### src/rtl/sysid_read_timer.sv
// Per-read stall counter; expired marks the stall cycle that reaches
// TIMEOUT_CYCLES, after which the count starts over.
module sysid_read_timer #(
    parameter int TIMEOUT_CYCLES = 255
) (
    input  logic clock,
    input  logic reset,
    input  logic clear,
    input  logic stall,
    output logic expired
);

    localparam int CNT_W = $clog2(TIMEOUT_CYCLES + 1);
    localparam logic [CNT_W-1:0] LAST = CNT_W'(TIMEOUT_CYCLES - 1);

    logic [CNT_W-1:0] cnt;

    assign expired = stall && (cnt == LAST);

    always_ff @(posedge clock) begin
        if (reset || clear || expired) begin
            cnt <= '0;
        end else if (stall) begin
            cnt <= cnt + 1'b1;
        end
    end

endmodule

### config.mk
export PLATFORM = sky130hd
export DESIGN_NAME = sysid_read_timer
export DESIGN_NICKNAME = d
export VERILOG_FILES = /design/src/rtl/sysid_read_timer.sv
export SDC_FILE = /design/constraint.sdc
export NUM_CORES = 1
export LEC_CHECK = 0
export CAP_MARGIN = 20
export CORE_AREA = 2 2 39 41
export CTS_CLUSTER_DIAMETER = 100
export DETAILED_ROUTE_END_ITERATION = 6
export DIE_AREA = 0 0 41 43
export DONT_BUFFER_PORTS = 1
export PLACE_DENSITY = 0.56
export REMOVE_ABC_BUFFERS = 1
export SYNTH_ARGS = -nofsm -noshare
export SYNTH_HDL_FRONTEND = slang
export SYNTH_SLANG_ARGS = --single-unit
### constraint.sdc
create_clock -name clock -period 1.6 [get_ports clock]
set_clock_uncertainty 0.05 [all_clocks]
set_input_delay 0.32 -clock clock [delete_from_list [all_inputs] [get_ports clock]]
set_output_delay 0.32 -clock clock [all_outputs]
set_load 0.05 [all_outputs]
==> results.md <==
Floorplan:
- The standard cell core area is 1380 µm².
- The count of boundary I/O pins is 5.
- The horizontal die dimension is 41 µm.
- The floorplan has 14 rows.
- Measured along the y axis, the die boundary spans 43 µm.
- The die covers 1760 µm².
- The initial utilization of the core area, before any placement, comes to 0.304.

Setup path:
- The maximum fanout encountered on the critical timing path is 2.
- For the worst setup path, the data required time is 1.23 ns.
- The critical path launch point type is a flop.
- The critical path in this run is classified as flop to output pin.
- The endpoint kind of the worst setup timing path is an output pin.
- The arrival time of data at the critical path endpoint is 1.27 ns.

Detailed routing:
- The detail-routed via count per cell is 5.26.
- The number of DRC markers in iteration 0 is 6.
- The via count is 342.
- In the final routed layout, each cell accounts on average for 12.1 µm.
- Summed over all layers, the routed wires come to 789 µm.
- The final antenna-violating net count is 0.
- In the routed design, unresolved DRC markers number 0.
- The first-pass detailed-route iteration total is 4.

Yosys:
- The synthesized netlist contains 23 unique library cells.
- Counting flops with an async set or reset pin after synthesis yields a share of 0.
- After synthesis the cells add up to 420 µm².
- In the synthesized netlist, the cells that appear most often are 8 x dfxtp_1, 7 x nor2_1, 3 x and3_1, 3 x xor2_1.
- The dominant register cell in the synthesized netlist is dfxtp_1.
- The portion of synthesized cell area occupied by the leading cell type is 0.381.
- In the post-synthesis netlist, the biggest area contributors are dfxtp_1 38%, nor2_1 6.3%, xor2_1 6.2%.
- In this run, synthesis inferred 0 flip-flops with an integrated enable.
- Of the synthesized area, sequential elements account for 0.381.
- The flop and latch count out of synthesis is 8.
- The average instance in the mapped netlist occupies 9.55 µm².
- The Yosys step of the flow raised 0 warnings.
- The number of instances in the synthesized netlist is 44.
- The most common cell in the netlist is dfxtp_1.
- The dominant cell type by area after synthesis is dfxtp_1.

Placement:
- The post-detailed-placement half-perimeter wirelength is 533 µm.
- During placement, the flow inserted port buffers numbering 0.
- The congestion estimate from routability-driven global placement came to 0.692.
- Summing all placed instances gives a cell area of 460 µm².
- OpenSTA, run right after detailed placement, puts the worst setup slack at 0.0658 ns.

Pwr:
- Dividing total power by cell area gives a power density of 745 nW/µm².
- VDD sags by at most 269 µV.
- The analysis attributes to cell leakage a power of 0.000185 µW.

Timing:
- The post-route minimum period is 1.64 ns.
- The final setup violation count is 1.
- Setup repair after global routing could not meet its margin everywhere.
- For the pin with the worst max-slew slack, the measured transition is 0.305 ns.
- Headroom to the max-slew limit came out at 0.796.
- Setup slack on the critical path of the routed design comes to -0.0376 ns.
- The final critical-path share of the clock period is 1.02.
- The highest clock rate is 0.611 GHz.
- The number of endpoints with negative hold slack in the final report came to 0.
- The final-report max-slew violation count came to 0.

GRT:
- After global routing the overflow that remains totals 0.
- The number of global-route vias before repair came to 282.
- In the global route stage, overall resource usage came out at 0.116.
- The pin count of the biggest net entering global routing is 8.
- The first-pass GRT wire length is 1.28 mm.
- The initial antenna violation count came to 0.

Final layout:
- The flip-flop count of the largest register after layout is 8.
- The number of nets in the final layout is 57.
- The synthesis-to-layout area growth is 22.6%.
- Of the cells placed in the final design, the portion with a size suffix greater than 1 is 0.327.
- The number of inserted filler cells in the final layout is 145.
- The repair_antennas step left the layout with diodes totalling 0.
- In the final layout, the registers with the most flip-flops are cnt (8).
- The register name with the most flops is cnt.
- The design area is 515 µm².

CTS:
- The buffer cell driving the clock tree root is clkbuf_4.
- After clock tree synthesis, the clock-pin slew on the worst setup and hold paths is 0.06 ns.
- CTS saw 8 sinks.
- TritonCTS built the clock tree.
- Clock tree synthesis inserted a total of 3 buffers.
- The H-tree level count is 1.
- After clock tree synthesis, the flow added hold-fix buffers numbering 0.
- For the worst-skew pair, the clock arrives at the later sink with an insertion delay of 0.26 ns.
- The maximum buffer depth of the clock tree is 2.

Job:
- Across the run, the number of max-cap violations was 0.

Hold path:
- The class of the most critical hold timing path is primary input to flop.

Run status:
- The checks that failed: setup timing.
- The run finished, with violations left.
[metal layers]
layer / track usage / wire [µm] / share of wire / vias up
met3: 0.0995 / 70 / 0.089 / 0
li1: - / - / - / 177
met1: 0.152 / 389 / 0.49 / 158
met2: 0.134 / 329 / 0.42 / 7
met4: 0.0400 / 0 / 0 / 0
met5: 0 / 0 / 0 / -
[final timing paths]
kind                            startpoint       to  slack, ns  cells past startpoint
worst max-delay path                cnt[0]  expired      -0.04                      5
worst min-delay path                 reset   cnt[7]       0.07                      1
worst max register to register      cnt[0]   cnt[5]       0.10                      6
worst min register to register      cnt[4]   cnt[4]       0.46                      2
[layout make-up]
cell class | instances | area, µm² | share of cell area
tap | 16 | 20.0 | 0.0388
multi-input combinational | 33 | 264 | 0.512
inverter | 1 | 3.75 | 0.00728
timing repair buffer | 4 | 42.5 | 0.0825
sequential | 8 | 163 | 0.316
clock buffer | 3 | 22.5 | 0.0437
[repair_timing]
item,in CTS,in global routing
buffers inserted,1,0
setup endpoints to repair,1,2
gates resized for setup,7,0
pin swaps,1,2
[placed cells by master (no fill, tap or decap), types with 2 or more instances in the layout]
master and n:
dfxtp_2 2, nand2_1 2, and3_4 2, nor2_1 7, xor2_1 3, nand4_1 2
buf_4 3, dfxtp_1 6, clkbuf_4 3, a31oi_1 2
[cells by family (layout without fill, tap and decap cells)]
group,count (synthesis),after routing,synth area share
AND/OR/NAND/NOR,17,17,0.217
adder cells (fa/ha/maj),2,2,0.0595
AO/OA/AOI/OAI,10,10,0.214
flip-flops,8,8,0.381
buffers and inverters,3,8,0.0446
XOR/XNOR,4,4,0.0833
[power by group]
| group | internal (µW) | switching [µW] | total (µW) |
|---|---|---|---|
| registers | 202 | 1.95 | 204 |
| clock network | 86.0 | 71.0 | 157 |
| logic | 11.4 | 11.6 | 23.0 |
| total | 300 | 84.5 | 384 |
[worst max-delay path, cell delays in order, from the launching register on]
cell and delay (ns):
dfxtp_2 0.33, inv_2 0.04, ha_4 0.14, and3_4 0.17
and3_4 0.18, buf_12 0.14
[metrics by stage]
stage	setup TNS (ns)	std cells	total power [µW]	hold WS, ns	util
3_3_place_gp	0	61	228	0.340	0.333
4_1_cts	-0.0466	65	396	0.0593	0.373
6_report	-0.0376	65	384	0.0736	0.373
5_1_grt	-0.0925	65	411	0.0487	0.373
2_1_floorplan	-0.0255	42	222	0.339	-
3_5_place_dp	0	61	228	0.342	0.333
Power figures use the tool's default switching activity.
